`src/rtl/uart_bus_responder_pkg.sv`:
```
// Shared definitions for the memory-mapped UART responder: register offsets,
// CON bit positions and the TX/RX state encodings.
package uart_bus_responder_pkg;

  localparam logic [31:0] TxdOffset = 32'h0;
  localparam logic [31:0] RxdOffset = 32'h4;
  localparam logic [31:0] ConOffset = 32'h8;

  localparam int unsigned ConTxIntEn   = 0;
  localparam int unsigned ConRxIntEn   = 1;
  localparam int unsigned ConTxDone    = 2;
  localparam int unsigned ConRxValid   = 3;
  localparam int unsigned ConTxBusy    = 4;
  localparam int unsigned ConTxFull    = 5;
  localparam int unsigned ConRxOverrun = 6;

  typedef enum logic [1:0] {TxIdle, TxStart, TxData, TxStop} tx_state_e;
  typedef enum logic [1:0] {RxIdle, RxStart, RxData, RxStop} rx_state_e;

endpackage

```
`src/rtl/uart_bus_responder_tx_fifo.sv`:
```
// Byte-wide synchronous TX FIFO; extra pointer MSB distinguishes full from empty.
module uart_tx_fifo
  import uart_bus_responder_pkg::*;
#(
  parameter int unsigned Depth = 4
) (
  input  logic       clk,
  input  logic       reset,
  input  logic       push,
  input  logic       pop,
  input  logic [7:0] wdata,
  output logic [7:0] rdata,
  output logic       full,
  output logic       empty
);

  localparam int unsigned Aw = $clog2(Depth);

  logic [Aw:0] wr_ptr_q, rd_ptr_q;
  logic [7:0]  mem_q [Depth];
  logic        do_push, do_pop;

  assign empty = (wr_ptr_q == rd_ptr_q);
  assign full  = (wr_ptr_q[Aw] != rd_ptr_q[Aw]) && (wr_ptr_q[Aw-1:0] == rd_ptr_q[Aw-1:0]);

  // A pop in the same cycle frees the slot, so a push into a full FIFO is still taken.
  assign do_pop  = pop && !empty;
  assign do_push = push && (!full || do_pop);
  assign rdata   = mem_q[rd_ptr_q[Aw-1:0]];

  always_ff @(posedge clk or negedge reset) begin
    if (!reset) begin
      wr_ptr_q <= '0;
      rd_ptr_q <= '0;
    end else begin
      if (do_push) wr_ptr_q <= wr_ptr_q + 1'b1;
      if (do_pop)  rd_ptr_q <= rd_ptr_q + 1'b1;
    end
  end

  always_ff @(posedge clk) begin
    if (do_push) mem_q[wr_ptr_q[Aw-1:0]] <= wdata;
  end

endmodule

```
`src/rtl/uart_bus_responder.sv`:
```
// Memory-mapped UART on the CPU data bus: TXD/RXD/CON registers, FIFO-fed
// transmitter, mid-bit sampling receiver and a registered level interrupt.
module uart_bus_responder
  import uart_bus_responder_pkg::*;
#(
  parameter int unsigned CLKS_PER_BIT = 5208,
  parameter int unsigned FIFO_DEPTH   = 4,
  parameter logic [31:0] BASE_ADDR    = 32'h40000018
) (
  input  logic        clk,
  input  logic        reset,
  input  logic        rd,
  input  logic        wr,
  input  logic [31:0] addr,
  input  logic [31:0] wdata,
  output logic [31:0] rdata,
  output logic        irqout,
  input  logic        UART_RX,
  output logic        UART_TX
);

  localparam int unsigned   CntW    = $clog2(CLKS_PER_BIT);
  localparam logic [CntW-1:0] CntLast = CntW'(CLKS_PER_BIT - 1);
  localparam logic [CntW-1:0] CntHalf = CntW'(CLKS_PER_BIT / 2 - 1);

  logic hit_txd, hit_rxd, hit_con, con_rd, rxd_rd;
  assign hit_txd = (addr == BASE_ADDR + TxdOffset);
  assign hit_rxd = (addr == BASE_ADDR + RxdOffset);
  assign hit_con = (addr == BASE_ADDR + ConOffset);
  assign con_rd  = rd && hit_con;
  assign rxd_rd  = rd && hit_rxd;

  logic unused_wdata;
  assign unused_wdata = ^wdata[31:8];

  logic       tx_int_en_q, rx_int_en_q, tx_done_q, rx_valid_q, rx_overrun_q, irq_q;
  logic [7:0] last_tx_q, rx_data_q;

  // TX FIFO
  logic       fifo_push, fifo_full, fifo_empty, tx_pop;
  logic [7:0] fifo_rdata;
  assign fifo_push = wr && hit_txd;

  uart_tx_fifo #(
    .Depth (FIFO_DEPTH)
  ) u_tx_fifo (
    .clk   (clk),
    .reset (reset),
    .push  (fifo_push),
    .pop   (tx_pop),
    .wdata (wdata[7:0]),
    .rdata (fifo_rdata),
    .full  (fifo_full),
    .empty (fifo_empty)
  );

  // Transmitter
  tx_state_e       tx_state_q, tx_state_d;
  logic [CntW-1:0] tx_cnt_q, tx_cnt_d;
  logic [2:0]      tx_bit_q, tx_bit_d;
  logic [7:0]      tx_shift_q, tx_shift_d;
  logic            tx_line_q, tx_line_d, tx_finish, tx_busy;

  always_comb begin
    tx_state_d = tx_state_q;
    tx_cnt_d   = tx_cnt_q;
    tx_bit_d   = tx_bit_q;
    tx_shift_d = tx_shift_q;
    tx_line_d  = tx_line_q;
    tx_pop     = 1'b0;
    tx_finish  = 1'b0;
    unique case (tx_state_q)
      TxIdle: begin
        if (!fifo_empty) begin
          tx_pop     = 1'b1;
          tx_shift_d = fifo_rdata;
          tx_cnt_d   = '0;
          tx_line_d  = 1'b0;
          tx_state_d = TxStart;
        end
      end
      TxStart: begin
        if (tx_cnt_q == CntLast) begin
          tx_cnt_d   = '0;
          tx_bit_d   = '0;
          tx_line_d  = tx_shift_q[0];
          tx_state_d = TxData;
        end else begin
          tx_cnt_d = tx_cnt_q + 1'b1;
        end
      end
      TxData: begin
        if (tx_cnt_q == CntLast) begin
          tx_cnt_d = '0;
          if (tx_bit_q == 3'd7) begin
            tx_line_d  = 1'b1;
            tx_state_d = TxStop;
          end else begin
            tx_bit_d   = tx_bit_q + 1'b1;
            tx_shift_d = {1'b0, tx_shift_q[7:1]};
            tx_line_d  = tx_shift_q[1];
          end
        end else begin
          tx_cnt_d = tx_cnt_q + 1'b1;
        end
      end
      TxStop: begin
        if (tx_cnt_q == CntLast) begin
          tx_cnt_d = '0;
          // Chain straight into the next start bit when more data is queued.
          if (!fifo_empty) begin
            tx_pop     = 1'b1;
            tx_shift_d = fifo_rdata;
            tx_line_d  = 1'b0;
            tx_state_d = TxStart;
          end else begin
            tx_finish  = 1'b1;
            tx_state_d = TxIdle;
          end
        end else begin
          tx_cnt_d = tx_cnt_q + 1'b1;
        end
      end
      default: tx_state_d = TxIdle;
    endcase
  end

  assign tx_busy = (tx_state_q != TxIdle) || !fifo_empty;
  assign UART_TX = tx_line_q;

  always_ff @(posedge clk or negedge reset) begin
    if (!reset) begin
      tx_state_q <= TxIdle;
      tx_cnt_q   <= '0;
      tx_bit_q   <= '0;
      tx_shift_q <= '0;
      tx_line_q  <= 1'b1;
    end else begin
      tx_state_q <= tx_state_d;
      tx_cnt_q   <= tx_cnt_d;
      tx_bit_q   <= tx_bit_d;
      tx_shift_q <= tx_shift_d;
      tx_line_q  <= tx_line_d;
    end
  end

  // Receiver
  rx_state_e       rx_state_q, rx_state_d;
  logic [CntW-1:0] rx_cnt_q, rx_cnt_d;
  logic [2:0]      rx_bit_q, rx_bit_d;
  logic [7:0]      rx_shift_q, rx_shift_d;
  logic            rx_meta_q, rx_sync_q, rx_last_q, rx_frame_ok;

  always_comb begin
    rx_state_d  = rx_state_q;
    rx_cnt_d    = rx_cnt_q;
    rx_bit_d    = rx_bit_q;
    rx_shift_d  = rx_shift_q;
    rx_frame_ok = 1'b0;
    unique case (rx_state_q)
      RxIdle: begin
        if (rx_last_q && !rx_sync_q) begin
          rx_cnt_d   = '0;
          rx_state_d = RxStart;
        end
      end
      RxStart: begin
        if (rx_cnt_q == CntHalf) begin
          if (rx_sync_q) begin
            rx_state_d = RxIdle;
          end else begin
            rx_cnt_d   = '0;
            rx_bit_d   = '0;
            rx_state_d = RxData;
          end
        end else begin
          rx_cnt_d = rx_cnt_q + 1'b1;
        end
      end
      RxData: begin
        if (rx_cnt_q == CntLast) begin
          rx_cnt_d   = '0;
          rx_shift_d = {rx_sync_q, rx_shift_q[7:1]};
          if (rx_bit_q == 3'd7) rx_state_d = RxStop;
          else                  rx_bit_d   = rx_bit_q + 1'b1;
        end else begin
          rx_cnt_d = rx_cnt_q + 1'b1;
        end
      end
      RxStop: begin
        if (rx_cnt_q == CntLast) begin
          rx_frame_ok = rx_sync_q;
          rx_state_d  = RxIdle;
        end else begin
          rx_cnt_d = rx_cnt_q + 1'b1;
        end
      end
      default: rx_state_d = RxIdle;
    endcase
  end

  always_ff @(posedge clk or negedge reset) begin
    if (!reset) begin
      rx_meta_q  <= 1'b1;
      rx_sync_q  <= 1'b1;
      rx_last_q  <= 1'b1;
      rx_state_q <= RxIdle;
      rx_cnt_q   <= '0;
      rx_bit_q   <= '0;
      rx_shift_q <= '0;
    end else begin
      rx_meta_q  <= UART_RX;
      rx_sync_q  <= rx_meta_q;
      rx_last_q  <= rx_sync_q;
      rx_state_q <= rx_state_d;
      rx_cnt_q   <= rx_cnt_d;
      rx_bit_q   <= rx_bit_d;
      rx_shift_q <= rx_shift_d;
    end
  end

  // Registers, status flags and interrupt; completion events win over clears.
  always_ff @(posedge clk or negedge reset) begin
    if (!reset) begin
      tx_int_en_q  <= 1'b0;
      rx_int_en_q  <= 1'b0;
      tx_done_q    <= 1'b0;
      rx_valid_q   <= 1'b0;
      rx_overrun_q <= 1'b0;
      irq_q        <= 1'b0;
      last_tx_q    <= '0;
      rx_data_q    <= '0;
    end else begin
      if (wr && hit_con) begin
        tx_int_en_q <= wdata[ConTxIntEn];
        rx_int_en_q <= wdata[ConRxIntEn];
      end
      if (fifo_push && (!fifo_full || tx_pop)) last_tx_q <= wdata[7:0];

      if (tx_finish)   tx_done_q <= 1'b1;
      else if (con_rd) tx_done_q <= 1'b0;

      if (rx_frame_ok) rx_data_q <= rx_shift_q;

      if (rx_frame_ok) rx_valid_q <= 1'b1;
      else if (rxd_rd) rx_valid_q <= 1'b0;

      if (rx_frame_ok && rx_valid_q) rx_overrun_q <= 1'b1;
      else if (con_rd)               rx_overrun_q <= 1'b0;

      irq_q <= (tx_int_en_q && tx_done_q) || (rx_int_en_q && rx_valid_q);
    end
  end

  assign irqout = irq_q;

  always_comb begin
    rdata = '0;
    if (hit_txd) begin
      rdata[7:0] = last_tx_q;
    end else if (hit_rxd) begin
      rdata[7:0] = rx_data_q;
    end else if (hit_con) begin
      rdata[ConTxIntEn]   = tx_int_en_q;
      rdata[ConRxIntEn]   = rx_int_en_q;
      rdata[ConTxDone]    = tx_done_q;
      rdata[ConRxValid]   = rx_valid_q;
      rdata[ConTxBusy]    = tx_busy;
      rdata[ConTxFull]    = fifo_full;
      rdata[ConRxOverrun] = rx_overrun_q;
    end
  end

endmodule

```
`config.mk`:
```
export PLATFORM = sky130hd
export DESIGN_NAME = uart_bus_responder
export DESIGN_NICKNAME = d
export VERILOG_FILES = /design/src/rtl/uart_bus_responder_pkg.sv /design/src/rtl/uart_bus_responder_tx_fifo.sv /design/src/rtl/uart_bus_responder.sv
export SDC_FILE = /design/constraint.sdc
export NUM_CORES = 1
export LEC_CHECK = 0
export ABC_AREA = 1
export BUFFER_PORTS_ARGS = -buffer_cell sky130_fd_sc_hd__buf_2
export CORE_MARGIN = 10
export CORE_UTILIZATION = 50
export CTS_BUF_LIST = sky130_fd_sc_hd__clkbuf_8
export CTS_CLUSTER_SIZE = 40
export DETAILED_ROUTE_END_ITERATION = 6
export PLACE_DENSITY = 0.81
export SLEW_MARGIN = 10
export SYNTH_ARGS = -nofsm -noshare
export SYNTH_HDL_FRONTEND = slang
export SYNTH_HIERARCHICAL = 1
export SYNTH_SLANG_ARGS = --single-unit
```
`constraint.sdc`:
```
create_clock -name clk -period 2.7 [get_ports clk]
set_input_delay 0.27 -clock clk [delete_from_list [all_inputs] [get_ports clk]]
set_output_delay 0.27 -clock clk [all_outputs]
set_load 0.02 [all_outputs]
```
; ---- After elaboration in Yosys (flattened, before gate mapping)
; Memory sizes are Yosys's and may differ from the RTL's.
; Index checks and enable logic that the tools add are counted.
[classes]
n_addsub = 6
n_eq_ne = 32
n_reduce_logical = 37
n_mux = 62
[ops]
columns = cell, count
row1 = $eq A32 B31 Y1 const B, 3
row2 = $mux W13, 7
row3 = $pmux W13 S4, 1
row4 = $mux W8, 5
row5 = $ne A2 B2 Y1 const B, 14
row6 = $add A13 B1 Y13 const B, 2
row7 = $eq A13 B13 Y1 const B, 2
row8 = $pmux W13 S2, 1
row9 = $pmux W8 S3, 1
row10 = $mux W2, 11
row11 = $mux W1, 21
row12 = $mux W3, 7
row13 = $pmux W2 S4, 2
row14 = $reduce_and A5 Y1, 3
row15 = $mux W7, 2
row16 = $eq A13 B12 Y1 const B, 1
row17 = $add A3 B1 Y3 const B, 4
row18 = $logic_and A1 B1 Y1, 12
row19 = $pmux W3 S2, 2
row20 = $reduce_bool A2 Y1, 6
row21 = $eq A2 B2 Y1 const B, 4
row22 = $reduce_and A4 Y1, 2
row23 = $eq A3 B3 Y1 const B, 2
row24 = $reduce_and A3 Y1, 2
row25 = other kinds (13), 20
[totals]
regBits = 84
word_cells = 160
out_inout_bits = 34
input_bits = 69
ram_bits = 32
n_memories = 1
[memory_table]
columns = name, depth, word_bits, rd, rd_clocked_by_memory_dff, wr, line_no
row1 = u_tx_fifo.mem_q, 4, 8, 1, 0, 1, uart_bus_responder_tx_fifo.sv:20  ; logic [7:0] mem_q [Depth];

; ---- Logic depth before layout (Yosys ltp)
; Gate-level depths: netlist (run 1).
[logic_depth]
word_depth = 9
mapped_depth = 16
mapped_depth_nobuf = 16

; ---- Hierarchy
; Netlist (run 1), hierarchy kept.
[by_module_without_submodules]
columns = module, seq_area_each_um2, n_inst, area_each_um2, cells_each
row1 = uart_bus_responder, 1956.9, 1, 4873.4, 640
row2 = uart_tx_fifo, 1111.1, 1, 1661.6, 137

; ---- Least setup slack after synthesis (run 1)
; No wires, ideal clock.
[synth_path]
path_type = register -> register
start = reg u_tx_fifo.rd_ptr_q[0]
end = mem u_tx_fifo.mem_q[1][0], enable pin
arrival_time_ns = 1.932
synth_period_minus_slack_ns = 2.303
path_stages_with_launch = 15
t_required_ns = 2.329
setup_slack_ns = 0.397
path_buffers = 1
setup_ns = 0.371
path_cell_list = dfrtp_1 buf_6 nand2_1 nand2_4 nand3_2 inv_1 nor2_1 nand3_1 nand2_1 nand2_1 inv_1 inv_1 nand4_4 nand2_4 nor2_1
[synth_via]
elab_chain_cells = 9
elab_cells_between_ends = 13
classes_between = 2 x eq/ne / 5 x mux / 6 x reduce/logical
[synth_rtl]
columns = element, line_no
row1 = start: declaration, uart_bus_responder_tx_fifo.sv:19  ; logic [Aw:0] wr_ptr_q, rd_ptr_q;
row2 = start signal: assignment, uart_bus_responder_tx_fifo.sv:37  ; if (do_pop) rd_ptr_q <= rd_ptr_q + 1'b1;
row3 = $eq A3 B3 Y1 *, uart_bus_responder_tx_fifo.sv:23  ; assign empty = (wr_ptr_q == rd_ptr_q);
row4 = named net fifo_empty, uart_bus_responder.sv:40  ; logic fifo_push, fifo_full, fifo_empty, tx_pop;
row5 = $mux W1 *, "uart_bus_responder.sv:74, uart_bus_responder.sv:111"
row6 = $mux W1, uart_bus_responder.sv:108  ; if (tx_cnt_q == CntLast) begin
row7 = $pmux W1 S2 *, uart_bus_responder.sv:72  ; unique case (tx_state_q)
row8 = named net tx_pop, uart_bus_responder.sv:40
row9 = $logic_and A1 B1 Y1 *, uart_bus_responder_tx_fifo.sv:27  ; assign do_pop = pop && !empty;
row10 = $logic_or A1 B1 Y1 *, uart_bus_responder_tx_fifo.sv:28  ; assign do_push = push && (!full || do_pop);
row11 = $logic_and A1 B1 Y1 *, uart_bus_responder_tx_fifo.sv:28
row12 = $mux W1 *, uart_bus_responder_tx_fifo.sv:42  ; if (do_push) mem_q[wr_ptr_q[Aw-1:0]] <= wdata;
row13 = $mux W1 (not written as such) *, uart_bus_responder_tx_fifo.sv:42
row14 = end: declaration, uart_bus_responder_tx_fifo.sv:20
; Mark *: on every way through the listed nets, which the timed path passes. The rest lies on a longest branch.

; ---- Worst setup path in the final report (run 1)
[layout_path]
start = reg u_tx_fifo.wr_ptr_q[0]
end = mem u_tx_fifo.mem_q[2][4], enable pin
[layout_via]
elab_chain_cells = 9
elab_cells_between_ends = 13
classes_between = 2 x eq/ne / 5 x mux / 6 x reduce/logical
[layout_rtl]
columns = element, line_no
row1 = start: declaration, uart_bus_responder_tx_fifo.sv:19
row2 = start signal: assignment, uart_bus_responder_tx_fifo.sv:36  ; if (do_push) wr_ptr_q <= wr_ptr_q + 1'b1;
row3 = $eq A3 B3 Y1 *, uart_bus_responder_tx_fifo.sv:23
row4 = named net fifo_empty, uart_bus_responder.sv:40
row5 = $mux W1 *, "uart_bus_responder.sv:74, uart_bus_responder.sv:111"
row6 = $mux W1, uart_bus_responder.sv:108
row7 = $pmux W1 S2 *, uart_bus_responder.sv:72
row8 = named net tx_pop, uart_bus_responder.sv:40
row9 = $logic_and A1 B1 Y1 *, uart_bus_responder_tx_fifo.sv:27
row10 = $logic_or A1 B1 Y1 *, uart_bus_responder_tx_fifo.sv:28
row11 = $logic_and A1 B1 Y1 *, uart_bus_responder_tx_fifo.sv:28
row12 = $mux W1 *, uart_bus_responder_tx_fifo.sv:42
row13 = $mux W1 (not written as such) *, uart_bus_responder_tx_fifo.sv:42
; Marks and branches as above.

==> flow_summary.json, run 1 <==
{
  "status": "completed",
  "cp.arrival_ns": 2.55,
  "tightest_slew_ns": 0.697,
  "cp_cell_sequence": "inv_1 -> nand2_4 -> nand2_4 -> nand3_2 -> inv_1 -> nor2_1 -> nand3_1 -> nand2_1 -> nand2_1 -> inv_1 -> inv_1 -> nand4_4 -> nand2_4 -> nor2_1",
  "area_delta_synth_final_pct": 12.8,
  "finalWorstSetupSlack_ns": 0.226,
  "dp_hpwl_um": 10300,
  "min_from": "wdata[6]",
  "yosysUniqueCellTypes": 50,
  "first_pass_iters": 5,
  "critical-path-max-stage-delay_ns": 0.54,
  "multi_input_area_sq_um": 2970,
  "clock-root-buffer": "clkbuf_8",
  "cts.sinks": 116,
  "min_path_type": "in -> reg",
  "stdcell_count": 1037,
  "drtIter0Drc": 316,
  "cts_tree": "built",
  "ant_nets": 0,
  "worstReg2RegStart": "u_tx_fifo/wr_ptr_q[0]",
  "syn_area_per_cell_sq_um": 8.41,
  "fill_cells": 1149,
  "leakagePower_uw": 0.00344,
  "via_per_inst": 5.05,
  "wl_um": 14100,
  "place_ws_ns": 0.224,
  "holdPathEnd": "u_tx_fifo/mem_q[3][6]",
  "relSlewSlack": 0.534,
  "grtUsageTotal": 0.159,
  "final_nets": 937,
  "design.die.area_sq_um": 18000,
  "ctsResizeCount": 0,
  "coreArea_sq_um": 12700,
  "fmax_mhz": 404,
  "port_buffers": 54,
  "whs_path_depth": 1,
  "insertion_delay_ns": 0.45,
  "path_delay_family": "simple AND/OR/NAND/NOR gates",
  "path_class": "reg -> reg",
  "cts_buffer_depth": 2,
  "setup_viol": 0,
  "rsz0062_at_grt": "false",
  "peakVddDrop_v": 0.000471,
  "antenna_cells": 0,
  "syn_inst": 777,
  "powerDensity_nw_per_um2": 556,
  "register_area_sq_um": 3070,
  "end_kind": "register",
  "place_congestion": 0.895,
  "boundaryPins": 103,
  "drive_gt1_frac": 0.203,
  "remaining_drc_errors": 0,
  "numCtsBuffers": 17,
  "synth_async_sr_flop_share": 0.724,
  "startpoint": "u_tx_fifo/wr_ptr_q[0]",
  "grt_pass1_wl_um": 23700,
  "final-hold-violation-count": 0,
  "rows": 41,
  "die_h_um": 134,
  "dp_cells": 1003,
  "h-tree-depth": 4,
  "ys_seq_area_frac": 0.469,
  "path_max_fanout": 8,
  "initial_core_util": 0.514,
  "period_share": 0.916,
  "r2r_end": "u_tx_fifo/mem_q[2][4]",
  "cts_setup_buffers": 0,
  "cpMostUsedCell": "inv_1",
  "vias": 5235,
  "grt_max_degree": 49,
  "r2r_slack_ns": 0.23,
  "cp-start-kind": "register",
  "grt_pass1_vias": 5090,
  "synth_edf_count": 32,
  "place_area_sq_um": 6940,
  "slowest_stage": "nor2_1",
  "wl_per_cell_um": 13.6,
  "drv_slew": 0,
  "crit_buf_inv": 4,
  "final_area_sq_um": 7370,
  "period_needed_ns": 2.47,
  "setup_tns_ns": 0,
  "grt.overflow.total": 0,
  "max-cap-violations": 0,
  "synth-seq-cells": 116,
  "clkTransAtPathRegs_ns": 0.07,
  "worst_r2r_path_depth": 14,
  "skew_ns": 0.00912,
  "synth-warning-count": 6,
  "antenna_found_initial": 0,
  "hold-worst-slack_ns": 0.0738,
  "ys.flop_type": "dfrtp_1",
  "cp_data_required_time_ns": 2.78,
  "die_w_um": 134,
  "synthesis.area_sq_um": 6540
}
[power breakdown]
part | leakage [uW] | switching, uW | internal [uW] | total [uW]
sequential | 0.00142 | 71.3 | 1860 | 1930
combinational | 0.00182 | 386 | 143 | 529
clock | 0.000204 | 723 | 918 | 1640
[Yosys cell counts, types with 12 or more instances]
cell / number / area share
nand2_2: 12 / 0.011
o21ai_0: 36 / 0.028
o21ai_2: 18 / 0.024
nand2_1: 208 / 0.12
dfrtp_1: 80 / 0.31
o21ai_1: 19 / 0.015
edfxtp_1: 32 / 0.15
inv_1: 65 / 0.037
ha_1: 16 / 0.031
buf_4: 29 / 0.033
nand3_1: 58 / 0.044
o22ai_1: 12 / 0.011
nor2_1: 71 / 0.041
nand4_1: 17 / 0.016
[metrics by stage]
stage | utilization | power [uW]
2_1_floorplan | - | 2350
5_1_grt | 0.579 | 4280
4_1_cts | 0.579 | 4130
3_3_place_gp | 0.545 | 2470
6_report | 0.579 | 4100
3_5_place_dp | 0.545 | 2490
[metal layers]
layer | up-vias | wire, um | track usage | part of all wire
li1 | 2668 | - | - | -
met1 | 2438 | 5810 | 0.181 | 0.41
met2 | 106 | 7430 | 0.280 | 0.53
met3 | 23 | 564 | 0.0366 | 0.040
met4 | 0 | 267 | 0.0653 | 0.019
met5 | - | 0 | 0 | 0
[flip-flops by register name, summed over array words and instances (netlist names), 8 cells and up, named ones only]
signal and flops:
u_tx_fifo/mem_q 32, rx_cnt_q 13, tx_cnt_q 13, last_tx_q 8
rx_data_q 8, rx_shift_q 8, tx_shift_q 8
[logic make-up (layout without fill, tap and decap cells)]
family,after synthesis,count (layout),synth area share
and+or+nand+nor,408,408,0.288
buffers and inverters,117,182,0.0900
DFF,116,116,0.469
AOI/OAI and AO/OA,104,104,0.0990
adders and majority gates,16,16,0.0306
xor gates and xnor gates,9,9,0.0132
muxes,6,6,0.00919
other,1,24,0.000574
[cells in the final DEF, fill, tap and decap left out, types with 6 or more instances in the layout]
master,synthesis,final
buf_4,29,17
o21ai_1,19,19
o22ai_1,12,12
xor2_1,8,8
o21ai_2,18,18
clkbuf_8,0,21
mux2i_1,6,6
dfrtp_1,80,80
nand4_1,17,17
ha_1,16,16
nand3_1,58,58
o21ai_0,36,36
nand3b_1,8,8
conb_1,1,24
buf_2,4,53
nand2_1,208,208
inv_2,10,10
inv_1,65,65
edfxtp_1,32,32
nor3_1,6,6
nor2_1,71,71
nor2_2,7,7
nand2_2,12,12
[repair_timing]
| action | in CTS | in global routing |
|---|---|---|
| hold buffers | 2 | 0 |
| setup endpoints to repair | 0 | 0 |
| endpoints found under the hold margin | 46 | 0 |
[layout make-up]
class,instances,share of cell area
timing repair buffer,72,0.0560
clock inverter,11,0.0170
sequential,116,0.416
multi-input combinational,567,0.402
clock buffer,21,0.0392
inverter,78,0.0402
tap,172,0.0292
[worst max path at each step]
stage / to / depth (start not counted)
2_1_floorplan: u_tx_fifo/mem_q[1][0] / 14
3_3_place_gp: u_tx_fifo/mem_q[2][4] / 14
3_5_place_dp: u_tx_fifo/mem_q[2][4] / 14
4_1_cts: u_tx_fifo/mem_q[2][3] / 14
5_1_grt: u_tx_fifo/mem_q[2][4] / 14
6_report: u_tx_fifo/mem_q[2][4] / 14
(Power assumes the default switching activity.)
==> run 2: changes to the inputs <==
Settings changed: ABC_AREA 1 to 0, PLACE_DENSITY 0.81 to 0.78.
==> run 2 against run 1 <==
  * Power is 5.5% lower
  * Setup slack worse by 0.073 ns
  * Fmax shrank 2.9%
  * First-iteration DRC count down 33%
  * Clock skew is 0.0044 ns higher
  * Final area shrank 6.0%
  * Critical path type unchanged
  * Largest cell class unchanged
  * Largest power group unchanged
  * Highest routed layer unchanged
==> flow_summary.json, run 2 <==
{
  "max-cap-violations": 0,
  "ant_nets": 0,
  "design.die.area_sq_um": 17200,
  "synth.area.top_cells": "dfrtp_1 33%, edfxtp_1 16%, mux2_2 7.7%",
  "numCtsBuffers": 17,
  "place_congestion": 0.848,
  "h-tree-depth": 4,
  "final_cell_mix": "78 x dfrtp_1, 53 x buf_2, 42 x mux2_2",
  "leakagePower_uw": 0.00313,
  "power_uw": 3870,
  "fmax_mhz": 393,
  "end_kind": "register",
  "final_area_sq_um": 6930,
  "place_area_sq_um": 6480,
  "period_needed_ns": 2.55,
  "slowest_stage": "or4_1",
  "startpoint": "u_tx_fifo/rd_ptr_q[1]",
  "drtIter0Drc": 212,
  "wl_um": 13100,
  "cts_buffer_depth": 2,
  "setup_tns_ns": 0,
  "syn_inst": 504,
  "boundaryPins": 103,
  "critical-path-max-stage-delay_ns": 0.59,
  "vias": 4308,
  "peakVddDrop_v": 0.000585,
  "period_share": 0.943,
  "final_nets": 651,
  "die_h_um": 131,
  "cts.sinks": 116,
  "dp_hpwl_um": 9310,
  "final_common_cell": "dfrtp_1",
  "yosysMostFrequentCell": "dfrtp_1",
  "yosys-top-cells-count": "80 x dfrtp_1, 42 x mux2_2, 32 x edfxtp_1",
  "die_w_um": 131,
  "rows": 40,
  "clkTransAtPathRegs_ns": 0.06,
  "min_path_type": "in -> async",
  "port_buffers": 54,
  "cts_tree": "built",
  "syn_area_per_cell_sq_um": 12.2,
  "path_class": "reg -> reg",
  "via_per_inst": 5.93,
  "cp_data_required_time_ns": 2.84,
  "grt.overflow.total": 0,
  "synthesis.area_sq_um": 6160,
  "path_max_fanout": 11,
  "first_pass_iters": 6,
  "skew_ns": 0.0135,
  "r2r_end": "u_tx_fifo/mem_q[1][7]",
  "antenna_cells": 0,
  "coreArea_sq_um": 12000,
  "grt_pass1_wl_um": 20600,
  "yosysUniqueCellTypes": 77,
  "initial_core_util": 0.513,
  "ys.flop_type": "dfrtp_1",
  "synth_edf_count": 32,
  "antenna_found_initial": 0,
  "synth_area_leader_cell": "dfrtp_1",
  "final-hold-violation-count": 0,
  "relSlewSlack": 0.296,
  "cp.arrival_ns": 2.68,
  "cp_cell_sequence": "xor2_4 -> nor3_2 -> buf_4 -> nor2_1 -> nand2_1 -> o21ai_1 -> or4_1 -> and3_1",
  "worstReg2RegStart": "u_tx_fifo/rd_ptr_q[1]",
  "clock-root-buffer": "clkbuf_8",
  "drv_slew": 0,
  "tightest_slew_ns": 1.06,
  "status": "completed",
  "setup_viol": 0,
  "wl_per_cell_um": 18.0,
  "area_delta_synth_final_pct": 12.6,
  "cp-start-kind": "register",
  "r2r_slack_ns": 0.15,
  "synth-warning-count": 6,
  "yosysTopAreaCellShare": 0.325,
  "synth_async_sr_flop_share": 0.724,
  "grt_max_degree": 84,
  "remaining_drc_errors": 0,
  "powerDensity_nw_per_um2": 559,
  "grtUsageTotal": 0.152,
  "rsz0062_at_grt": "false",
  "drive_gt1_frac": 0.307,
  "synth-seq-cells": 116,
  "grt_pass1_vias": 4205,
  "largest_reg_flops": 32,
  "insertion_delay_ns": 0.44,
  "worst_r2r_path_depth": 8,
  "ys_seq_area_frac": 0.498
}
## run 2: cell types whose count changed in the layout (fill, tap and decap cells not counted), moves of 10 or more
cell     delta
o22ai_1    -12
inv_2      -10
o21ai_1    -18
nand2_1   -177
o21ai_0    -11
nand3_1    -40
mux2_2     +42
nor2_1     -61
nand2_2    -10
o21ai_2    -17
nand4_1    -10
inv_1      -42
## run 2: how the worst max path moves through the flow
| stage | endpoint | slack (ns) |
|---|---|---|
| finish | u_tx_fifo/mem_q[1][7] | 0.15 |
| global placement | u_tx_fifo/mem_q[3][5] | 0.23 |
| global route | rdata[4] | 0.02 |
| CTS | tx_state_q[0] | 0.06 |
| detailed placement | tx_state_q[0] | 0.02 |
| floorplan | u_tx_fifo/mem_q[0][0] | 0.06 |
## run 2: final cells by class
cell class | count | area [sq um]
clock buffers | 18 | 248
clock inverters | 14 | 145
fillers | 949 | 5080
inverters | 21 | 78.8
multi-input cells | 343 | 2830
flip-flops and latches | 116 | 3070
well taps | 147 | 184
repair buffers | 67 | 373
## run 2: routing by layer
layer	global-route usage	up-vias	part of all wire
li1	-	1984	-
met1	0.185	2170	0.40
met2	0.256	140	0.53
met3	0.0395	14	0.059
met4	0.0549	0	0.0091
met5	0	-	0
## run 2: cells by family (layout without fill, tap and decap cells)
family          Yosys count  count (layout)  synth area share
other cells               1              24          0.000609
fa+ha+maj                16              16            0.0325
buf+inv                  68             120            0.0608
simple gates            148             148             0.167
flops                   116             116             0.498
xor+xnor                  7               7           0.00996
mux                      67              67             0.135
compound gates           81              81            0.0961
## run 2: repair_timing
item / CTS / global route
endpoints found under the hold margin: 1 / 0
setup buffers: 0 / 2
pin swaps: 0 / 2
endpoints found under the setup margin: 1 / 10
gates resized for setup: 1 / 4
hold buffers: 1 / 0
## run 2: worst max-delay path, delay by kind of cell, from the launching register on
kind            cells  cell delay [ns]
compound gates      1             0.09
xor+xnor            1             0.23
buf+inv             1             0.15
flops               1             0.45
simple gates        5             1.33
## run 2: per-stage QoR
step,setup slack (ns),cells,hold WS (ns),util
6_report,0.153,726,0.0162,0.577
5_1_grt,0.0249,726,0.0487,0.577
4_1_cts,0.0550,724,0.0380,0.574
3_5_place_dp,0.0171,691,0.348,0.540
3_3_place_gp,0.226,691,0.349,0.540
2_1_floorplan,0.0586,527,-0.0256,-
## run 2: power breakdown
group	internal (uW)	switching, uW	leakage (uW)
sequential	1870	98.7	0.00138
combinational	140	172	0.00154
clock	913	683	0.000205
